$ cat src/rtl/exe_mem_pipe_reg.sv
// EXE->MEM stage register with valid/ready handshake, stall enable and flush.
// Define EXE_MEM_SKID_EN to build the two-entry (main + skid) variant with registered in_ready.
module exe_mem_pipe_reg #(
  parameter int unsigned CTRL_W = 17,
  parameter int unsigned DATA_W = 32,
  parameter int unsigned DIR_W  = 4
) (
  input  logic              clk,
  input  logic              rst_n,
  input  logic              EN,
  input  logic              flush,
  input  logic              in_valid,
  output logic              in_ready,
  input  logic [CTRL_W-1:0] i_ctrl,
  input  logic [DATA_W-1:0] i_srcReg,
  input  logic [DIR_W-1:0]  i_srcRegDir,
  input  logic [DATA_W-1:0] i_alu,
  input  logic [DATA_W-1:0] i_Robj,
  output logic              out_valid,
  input  logic              out_ready,
  output logic [CTRL_W-1:0] o_ctrl,
  output logic [DATA_W-1:0] o_srcReg,
  output logic [DIR_W-1:0]  o_srcRegDir,
  output logic [DATA_W-1:0] o_alu,
  output logic [DATA_W-1:0] o_Robj
);

  typedef struct packed {
    logic [CTRL_W-1:0] ctrl;
    logic [DATA_W-1:0] src_reg;
    logic [DIR_W-1:0]  src_dir;
    logic [DATA_W-1:0] alu;
    logic [DATA_W-1:0] robj;
  } beat_t;

  beat_t in_beat;
  beat_t m_q;
  logic  m_valid;
  logic  accept;
  logic  drain;

  always_comb begin
    in_beat.ctrl    = i_ctrl;
    in_beat.src_reg = i_srcReg;
    in_beat.src_dir = i_srcRegDir;
    in_beat.alu     = i_alu;
    in_beat.robj    = i_Robj;
  end

  assign accept = in_valid & in_ready;
  assign drain  = m_valid & out_ready & EN;

`ifdef EXE_MEM_SKID_EN
  beat_t s_q;
  logic  s_valid;

  // in_ready depends only on EN and the skid flop, breaking the out_ready path
  assign in_ready = EN & ~s_valid;

  always_ff @(posedge clk) begin
    if (!rst_n) begin
      m_valid <= 1'b0;
      s_valid <= 1'b0;
      m_q     <= '0;
      s_q     <= '0;
    end else if (flush) begin
      m_valid <= 1'b0;
      s_valid <= 1'b0;
    end else if (EN) begin
      if (drain && s_valid) begin
        m_q     <= s_q;
        s_valid <= accept;
        if (accept) s_q <= in_beat;
      end else if (drain) begin
        m_valid <= accept;
        if (accept) m_q <= in_beat;
      end else if (accept) begin
        if (m_valid) begin
          s_q     <= in_beat;
          s_valid <= 1'b1;
        end else begin
          m_q     <= in_beat;
          m_valid <= 1'b1;
        end
      end
    end
  end
`else
  assign in_ready = EN & (~m_valid | out_ready);

  always_ff @(posedge clk) begin
    if (!rst_n) begin
      m_valid <= 1'b0;
      m_q     <= '0;
    end else if (flush) begin
      m_valid <= 1'b0;
    end else if (EN) begin
      if (accept) begin
        m_q     <= in_beat;
        m_valid <= 1'b1;
      end else if (drain) begin
        m_valid <= 1'b0;
      end
    end
  end
`endif

  // Bubbles present a zero control word so MEM sees a NOP
  assign out_valid   = m_valid;
  assign o_ctrl      = m_valid ? m_q.ctrl : '0;
  assign o_srcReg    = m_q.src_reg;
  assign o_srcRegDir = m_q.src_dir;
  assign o_alu       = m_q.alu;
  assign o_Robj      = m_q.robj;

endmodule
$ cat config.mk
export PLATFORM = sky130hd
export DESIGN_NAME = exe_mem_pipe_reg
export DESIGN_NICKNAME = d
export VERILOG_FILES = /design/src/rtl/exe_mem_pipe_reg.sv
export SDC_FILE = /design/constraint.sdc
export NUM_CORES = 1
export LEC_CHECK = 0
export BUFFER_PORTS_ARGS = -buffer_cell sky130_fd_sc_hd__buf_2
export CAP_MARGIN = 20
export CORE_MARGIN = 2
export CORE_UTILIZATION = 29
export DETAILED_ROUTE_END_ITERATION = 8
export PLACE_DENSITY = 0.53
export SETUP_SLACK_MARGIN = 0.1
export SLEW_MARGIN = 20
export SYNTH_ARGS = -nofsm -noshare
export SYNTH_HDL_FRONTEND = slang
export SYNTH_SLANG_ARGS = --single-unit
$ cat constraint.sdc
create_clock -name clk -period 4 [get_ports clk]
set_input_delay 0.2 -clock clk [delete_from_list [all_inputs] [get_ports clk]]
set_output_delay 0.2 -clock clk [all_outputs]
set_load 0.01 [all_outputs]
==> impl_metrics.json, run 1 <==
{
  "outcome": "complete, no violations",
  "report.final.setup_viol": 0,
  "report.final.hold_viol_count": 0,
  "cts_buffer_depth": 2,
  "vias_in_the_first_global_route": 4081,
  "cellLeakagePower_nw": 3.13,
  "period_share_pct": 54.4,
  "synth-seq-area-share_pct": 42.8,
  "mappedNetlistArea_sq_um": 5510,
  "worst_clock_skew_ns": 0.00713,
  "critical_path_buf_inv_count": 1,
  "post_dr_wirelength_cell_um": 12.8,
  "power.density_cell_area_nw_per_um2": 433,
  "setup_repair_after_global_routing_missed_its_margin": "false",
  "worstMarginPinSlew_ns": 0.973,
  "setup.worst_path.start_class": "flop",
  "maxClockFrequency_mhz": 460,
  "power_mw": 2.88,
  "grt_usage_pct": 12.9,
  "critPathKind": "flop to flop",
  "floorplan.io_pins": 242,
  "syn-mean-instance-area_sq_um": 8.72,
  "layout.filler_cells": 1983,
  "post-place-cells": 971,
  "critical_path_peak_fanout": 54,
  "port_buffers": 241,
  "critical_path_required_ns": 4.33,
  "floorplan.die_area_sq_um": 20100,
  "via_count": 4162,
  "cp_top_family": "buffers and inverters",
  "fin_setup_tns_ns": 0,
  "critical_path.slowest_cell": "buf_4",
  "clock_latency_ns": 0.41,
  "die_boundary_width_um": 142,
  "postRouteAntennaNets": 0,
  "grt_antenna_before_repair": 0,
  "dr.first_iter.drc_count": 90,
  "grt_first_pass_wirelength_um": 20400,
  "syn2layout_area_growth_pct": 20.8,
  "cts.clk_slew.worst_paths_ns": 0.06,
  "postSynthNetCount": 755,
  "maxCapViolations": 0,
  "worstHoldPathType": "input port to flop",
  "min_period_ns": 2.17,
  "tritoncts": "done",
  "core_region_area_sq_um": 18700,
  "critical_path.max_stage_delay_ns": 0.73,
  "maxSlewHeadroom_pct": 35.2,
  "place_area_sq_um": 6130,
  "clock_sinks": 118,
  "dp_hpwl_um": 8600,
  "rows": 50,
  "start_util_pct": 29.5,
  "vdd.ir_drop.worst_mv": 0.264,
  "cts_made_buffers": 17,
  "grt_max_degree": 137,
  "synthesis.instances": 632,
  "antennaDiodeCount": 0,
  "layout.cell_area.non_filler_sq_um": 6660,
  "worstPathCellList": "nand2b_1 > and4b_4 > buf_4 > mux2i_1",
  "cts_max_level": 4,
  "wirelength_um": 12800,
  "drc_errors": 0,
  "grt.overflow.total": 0,
  "synth-seq-cells": 118,
  "post_synth_num_cell_types": 13,
  "final_layout_size_suffix_gt1_share_pct": 35.9,
  "chipHeight_um": 142,
  "cp.arrival_ns": 2.50,
  "drt-pass1-iter-count": 4,
  "yosys_warnings": 0,
  "postCtsSetupRepairBufs": 0,
  "end_kind": "flop",
  "final_cells": 1001,
  "cts.root.buffer_cell": "clkbuf_16",
  "finalWeightedCongestion": 0.694,
  "finalNetCount": 880,
  "final-max-slew-violation-count": 0,
  "drt-vias-per-instance": 4.16
}
## Yosys cell counts
library cell | number | area (sq um)
buf_6 | 5 | 56.3
clkbuf_1 | 24 | 90.1
nand2b_1 | 1 | 6.26
and4b_1 | 1 | 10.0
nand2_1 | 234 | 878
buf_4 | 100 | 751
dfxtp_1 | 118 | 2360
a31oi_1 | 1 | 6.26
mux2i_1 | 117 | 1170
and2_1 | 18 | 113
a21boi_0 | 1 | 7.51
nor3b_1 | 1 | 7.51
buf_2 | 11 | 55.1
## what timing repair did
action / CTS / global route
endpoints found under the hold margin: 1 / 0
resized for setup: 0 / 0
hold buffers: 1 / 0
## per-layer routing
layer  track usage (%)  vias up  part of all wire [%]
met5                 0        -                     0
met4              4.58        0                   1.0
met3              6.07        8                   9.8
met2              19.3      174                    41
met1              16.2     1824                    48
li1                  -     2156                     -
## path summary, 6_finish.rpt
kind / startpoint / to / slack (ns) / depth (start not counted)
hold reg to reg: m_q[108] / m_q[108] / 0.45 / 2
hold / removal: i_Robj[9] / o_Robj[9] / 0.03 / 3
setup / recovery: out_valid / m_q[100] / 1.83 / 4
setup reg to reg: out_valid / m_q[100] / 1.83 / 4
## cells by family (layout without fill, tap and decap cells)
kind of cell,count (synthesis),after routing,share of synthesized area (%)
flip-flops,118,118,42.8
buffers and inverters,140,275,17.3
AO/OA/AOI/OAI,2,2,0.250
multiplexers,117,117,21.2
AND/OR/NAND/NOR,255,255,18.4
## stage by stage
step	setup slack [ns]	utilization [%]	hold WS [ns]
after floorplan	2.62	-	0.276
after global placement	1.89	32.7	0.393
after detailed placement	1.82	32.7	0.383
after CTS	1.81	35.6	0.00711
after global routing	1.64	35.6	0.00916
final	1.83	35.6	0.0317
## worst min-delay path, cell delays in order
cell and delay, ns:
buf_2 0.09, nand2_1 0.04, mux2i_1 0.05
## state kept, by name, indices dropped and copies added (netlist names)
signal and count:
o_alu 32, o_srcReg 32, o_Robj 32, out_valid 1, m_q 17, o_srcRegDir 4
## where the power goes
group | internal [mW] | switching, mW
Clock | 0.849 | 0.534
Sequential | 1.22 | 0.0205
Combinational | 0.122 | 0.139
Total | 2.19 | 0.693
## layout by cell type (no fill, tap or decap)
cell type and n:
a31oi_1 1, and4b_4 1, buf_4 2, nor3b_1 1
and2_1 18, buf_2 240, a21boi_0 1, dlygate4sd3_1 1
buf_6 1, bufinv_16 1, buf_12 2, clkinvlp_4 3
clkbuf_16 17, clkbuf_8 1, clkinv_2 7, nand2_1 234
nand2b_1 1, mux2i_1 117, dfxtp_1 118
## final cells by class
type / count / area, sq um / share of cell area [%]
multi-input cells: 374 / 2200 / 33.1
repair buffers: 246 / 1280 / 19.2
clock inverters: 11 / 87.6 / 1.31
flip-flops and latches: 118 / 2360 / 35.5
clock buffers: 18 / 439 / 6.59
well taps: 234 / 293 / 4.39
Note: power is estimated with default switching activity, not from simulation.
==> run 2, diff against run 1 <==
Clock period 4 ns to 2.15 ns, I/O delays scaled along.
==> run 2 against run 1 <==
  * Sequential cell count is the same
  * Routed wire length grew 9.4%
  * Core utilization grew 7.2 points
  * Via count grew 11%
  * Worst hold slack gained 0.028 ns
  * Die area is the same
  * Clock-buffer cell count grew 4
  * Sequential power grew 85%
  * Largest cell class is now non-clock buffers
==> impl_metrics.json, run 2 (same netlist as run 1, synthesis figures left out) <==
{
  "finalWeightedCongestion": 0.703,
  "dr.first_iter.drc_count": 142,
  "cts_buffer_depth": 2,
  "maxCapViolations": 0,
  "post_dr_wirelength_cell_um": 12.5,
  "worst_clock_skew_ns": 0.00485,
  "area_of_combinational_cells_with_multiple_inputs_sq_um": 2200,
  "outcome": "complete, no violations",
  "syn2layout_area_growth_pct": 45.2,
  "final_layout_size_suffix_gt1_share_pct": 31.5,
  "layout.cells.most_common": "buf_2",
  "grt_antenna_before_repair": 0,
  "cp.arrival_ns": 1.83,
  "cellLeakagePower_nw": 3.70,
  "grt_first_pass_wirelength_um": 22300,
  "vias_in_the_first_global_route": 4529,
  "floorplan.die_area_sq_um": 20100,
  "core_region_area_sq_um": 18700,
  "power.density_cell_area_nw_per_um2": 750,
  "postCtsSetupRepairBufs": 0,
  "postRouteAntennaNets": 0,
  "clock_latency_ns": 0.40,
  "critPathKind": "input port to flop",
  "drt-vias-per-instance": 4.11,
  "worstMarginPinSlew_ns": 0.478,
  "cts_max_level": 4,
  "maxSlewHeadroom_pct": 68.1,
  "final.setup.worst_slack_ns": 0.646,
  "grt_max_degree": 63,
  "critical_path_required_ns": 2.48,
  "chipHeight_um": 142,
  "post-place-cells": 975,
  "floorplan.io_pins": 242,
  "wirelength_um": 14000,
  "antennaDiodeCount": 0,
  "cts.root.buffer_cell": "clkbuf_16",
  "tritoncts": "done",
  "clock_sinks": 118,
  "layout.cell_area.non_filler_sq_um": 8010,
  "start_util_pct": 29.5,
  "setup_repair_after_global_routing_missed_its_margin": "false",
  "worstHoldPathType": "input port to flop",
  "cts.clk_slew.worst_paths_ns": 0.05,
  "maxClockFrequency_mhz": 665,
  "report.final.setup_viol": 0,
  "rows": 50,
  "place_area_sq_um": 6190,
  "grt_usage_pct": 13.8,
  "final-max-slew-violation-count": 0,
  "port_buffers": 241,
  "ff_latch_area_sq_um": 2360,
  "dp_hpwl_um": 8670,
  "layout.cells.most_common_list": "240 x buf_2, 234 x nand2_1, 118 x dlygate4sd3_1, 118 x dfxtp_1, 117 x mux2i_1",
  "finalNetCount": 1001,
  "vdd.ir_drop.worst_mv": 0.477,
  "report.final.hold_viol_count": 0,
  "layout.filler_cells": 1813,
  "pre_cts_slack_ns": 0.708,
  "die_boundary_width_um": 142,
  "fin_setup_tns_ns": 0,
  "setup.worst_path.start_class": "input port",
  "grt.overflow.total": 0,
  "drt-pass1-iter-count": 4,
  "cts_made_buffers": 17,
  "min_period_ns": 1.50,
  "period_share_pct": 70.0,
  "via_count": 4623,
  "drc_errors": 0,
  "critical_path_peak_fanout": 62,
  "final_cells": 1124,
  "end_kind": "flop"
}
-- run 2: area by class of cell --
type,instances,share of cell area (%)
timing repair buffer,367,31.4
sequential,118,29.5
multi-input combinational,374,27.5
clock buffer,22,6.05
tap,234,3.66
clock inverter,9,1.84
-- run 2: critical path, cell delays in order --
cell and delay [ns]:
dlygate4sd3_1 0.54, buf_2 0.14, and4b_4 0.36, buf_12 0.35, mux2i_1 0.25
-- run 2: final timing paths --
kind	startpoint	slack [ns]	depth (start not counted)	to
min	EN	0.06	3	out_valid
max	flush	0.65	5	o_Robj[8]
min reg2reg	o_alu[5]	0.45	2	o_alu[5]
max reg2reg	out_valid	0.68	4	o_Robj[8]
-- run 2: through the flow --
step                hold WS, ns  total power [mW]  utilization [%]
floorplan                 0.184              2.70                -
global placement          0.299              2.85             33.1
CTS                      0.0302              6.10             42.8
global route             0.0598              6.28             42.8
detailed placement        0.310              2.85             33.1
finish                   0.0599              6.00             42.8
-- run 2: report_power, final --
group          switching, mW  leakage (nW)  internal [mW]
sequential            0.0370         0.959           2.27
combinational          0.295          2.43          0.374
clock                  0.983         0.312           2.05
-- run 2: metal layers --
| metal | track usage (%) | wire, um |
|---|---|---|
| met5 | 0 | 0 |
| met4 | 4.84 | 176 |
| met3 | 5.26 | 1140 |
| met2 | 22.4 | 6230 |
| met1 | 16.8 | 6510 |
-- run 2: what timing repair did --
action                     4_1_cts  5_1_grt
hold buffers                   118        0
resized for setup                0        0
setup endpoints to repair        0        0
hold endpoints to repair       118        0
==> run 3, diff against run 2 <==
Settings changed: PLACE_DENSITY 0.53 to 0.55.
Clock period 2.15 ns to 1.21 ns, I/O delays scaled along.
==> run 3 against run 2 <==
  * The run now ends with negative setup slack left
  * Clock-buffer cell count fell by 1
  * Worst hold slack worse by 0.033 ns
  * Worst setup slack got worse by 0.78 ns
  * Final area grew 5.6%
  * Sequential cell count stayed put
  * Cell count rose by 2.9%
  * First-iteration DRC count shrank 22%
  * Via count increased by 3.6%
  * Core utilization grew 2.4 points
  * Clock power increased by 58%
  * Die area did not move
==> impl_metrics.json, run 3 (same netlist as run 1, synthesis figures left out) <==
{
  "report.final.hold_viol_count": 0,
  "cts.clk_slew.worst_paths_ns": 0.05,
  "cellLeakagePower_nw": 3.91,
  "vias_in_the_first_global_route": 4879,
  "layout.cells.most_common_list": "239 x buf_2, 234 x nand2_1, 120 x dlygate4sd3_1",
  "power.share.clock_pct": 46.8,
  "syn2layout_area_growth_pct": 53.4,
  "maxSlewHeadroom_pct": 82.1,
  "grt_max_degree": 44,
  "tritoncts": "done",
  "post_dr_wirelength_cell_um": 13.3,
  "wirelength_um": 15400,
  "critical_path.reg2reg.startpoint": "out_valid",
  "timing.critical_path.to": "o_Robj[21]",
  "antennaDiodeCount": 0,
  "cts_made_buffers": 17,
  "report.final.setup_viol": 135,
  "critical_path_peak_fanout": 6,
  "clock_sinks": 118,
  "final_core_utilization_pct": 45.2,
  "seq_power_share_pct": 39.9,
  "finalNetCount": 1035,
  "worstHoldPathType": "input port to flop",
  "critical_path_required_ns": 1.55,
  "min_period_ns": 1.35,
  "worst_hold_path_startpoint": "rst_n",
  "power.density_cell_area_nw_per_um2": 1210,
  "setup.worst_path.start_class": "flop",
  "grt.overflow.total": 0,
  "finalWeightedCongestion": 0.718,
  "worstMarginPinSlew_ns": 0.268,
  "grt_antenna_before_repair": 0,
  "maxClockFrequency_mhz": 741,
  "cp.arrival_ns": 1.69,
  "grt_first_pass_wirelength_um": 23900,
  "timing.rr.end": "o_Robj[21]",
  "cts_max_level": 4,
  "cts_buffer_depth": 2,
  "end_kind": "flop",
  "via_count": 4789,
  "drt-pass1-iter-count": 4,
  "worst_clock_skew_ns": 0.00865,
  "critPathKind": "flop to flop",
  "layout.cell_area.non_filler_sq_um": 8460,
  "final-max-slew-violation-count": 0,
  "final_cells": 1157,
  "pwr-share-comb_pct": 13.3,
  "final.setup.worst_slack_ns": -0.139,
  "floorplan.io_pins": 242,
  "cts.root.buffer_cell": "clkbuf_16",
  "reg2reg_depth": 6,
  "netSwitchingPower_mw": 2.44,
  "place_area_sq_um": 6380,
  "outcome": "finished, violations left",
  "grt_usage_pct": 15.1,
  "dp_hpwl_um": 9230,
  "dr.first_iter.drc_count": 111,
  "drt-vias-per-instance": 4.14,
  "postRouteAntennaNets": 0,
  "setup_repair_after_global_routing_missed_its_margin": "true",
  "vdd.ir_drop.worst_mv": 0.845,
  "start_util_pct": 29.5,
  "floorplan.die_area_sq_um": 20100,
  "p_sw_share_pct": 23.8,
  "post-place-cells": 994,
  "layout.cells.most_common": "buf_2",
  "violated_checks": "negative setup slack",
  "period_share_pct": 111,
  "final_layout_size_suffix_gt1_share_pct": 34.1,
  "core_region_area_sq_um": 18700,
  "internal_power_contribution_mw": 7.81,
  "critPathLaunch": "out_valid",
  "drc_errors": 0,
  "maxCapViolations": 0,
  "chipHeight_um": 142,
  "rows": 50,
  "r2r_setup_slack_ns": -0.14,
  "port_buffers": 241,
  "die_boundary_width_um": 142,
  "clock_latency_ns": 0.41
}
-- run 3: cell types whose count changed in the layout (fill, tap and decap cells not counted), moves of 3 or more --
cell       before  now
bufinv_16       4    1
buf_4           3   12
buf_8           0    4
buf_12          5    9
buf_6           1   10
buf_16          0    5
-- run 3: how the worst min path moves through the flow --
stage / end / cells past startpoint / slack, ns
2_1_floorplan: out_valid / 1 / 0.13
3_3_place_gp: out_valid / 2 / 0.23
3_5_place_dp: out_valid / 2 / 0.24
4_1_cts: o_alu[1] / 3 / 0.007
5_1_grt: o_srcRegDir[3] / 3 / 0.03
6_report: o_srcRegDir[3] / 3 / 0.03
-- run 3: power by group through the flow --
stage          Combinational (mW)  Sequential, mW  Clock, mW
2_1_floorplan               0.646            4.16          0
3_3_place_gp                0.940            4.17          0
3_5_place_dp                0.944            4.17          0
4_1_cts                      1.34            4.09       4.93
5_1_grt                      1.48            4.10       5.10
6_report                     1.36            4.09       4.80
-- run 3: timing repair --
| action | CTS | global route |
|---|---|---|
| hold endpoints to repair | 118 | 0 |
| pin swaps | 0 | 0 |
| endpoints found under the setup margin | 137 | 137 |
| buffers inserted | 7 | 0 |
| cloned | 4 | 2 |
| resized for setup | 29 | 1 |
| hold buffers | 120 | 0 |
-- run 3: cell type report --
class / instances / area (sq um)
Multi-Input combinational cell: 374 / 2210
Sequential cell: 118 / 2370
Clock buffer: 21 / 480
Tap cell: 234 / 293
Timing Repair Buffer: 401 / 3030
Fill cell: 1767 / 10200
Clock inverter: 9 / 77.6
-- run 3: worst max-delay path: stages (launching register included) --
cell and delay (ns):
dfxtp_4 0.36, nand2b_4 0.06, and4b_4 0.26, buf_8 0.14
buf_12 0.14, clkbuf_16 0.15, mux2i_1 0.17
-- run 3: routing by layer --
metal | GRT usage, % | share of wire [%] | vias up | routed length [um]
met3 | 4.32 | 6.1 | 18 | 932
met1 | 18.3 | 45 | 2133 | 6980
met2 | 25.7 | 47 | 168 | 7270
met4 | 5.37 | 1.4 | 0 | 211
met5 | 0 | 0 | - | 0
li1 | - | - | 2470 | -
-- run 3: per-stage QoR --
step                power (mW)  setup WS [ns]  hold WS, ns  setup TNS, ns
floorplan                 4.80        -0.0707        0.127          -6.51
global placement          5.11        -0.0994        0.230          -8.48
detailed placement        5.11         -0.147        0.235         -11.65
CTS                       10.4         -0.153      0.00718         -13.82
global route              10.7         -0.214       0.0268         -22.22
finish                    10.2         -0.139       0.0267         -13.43
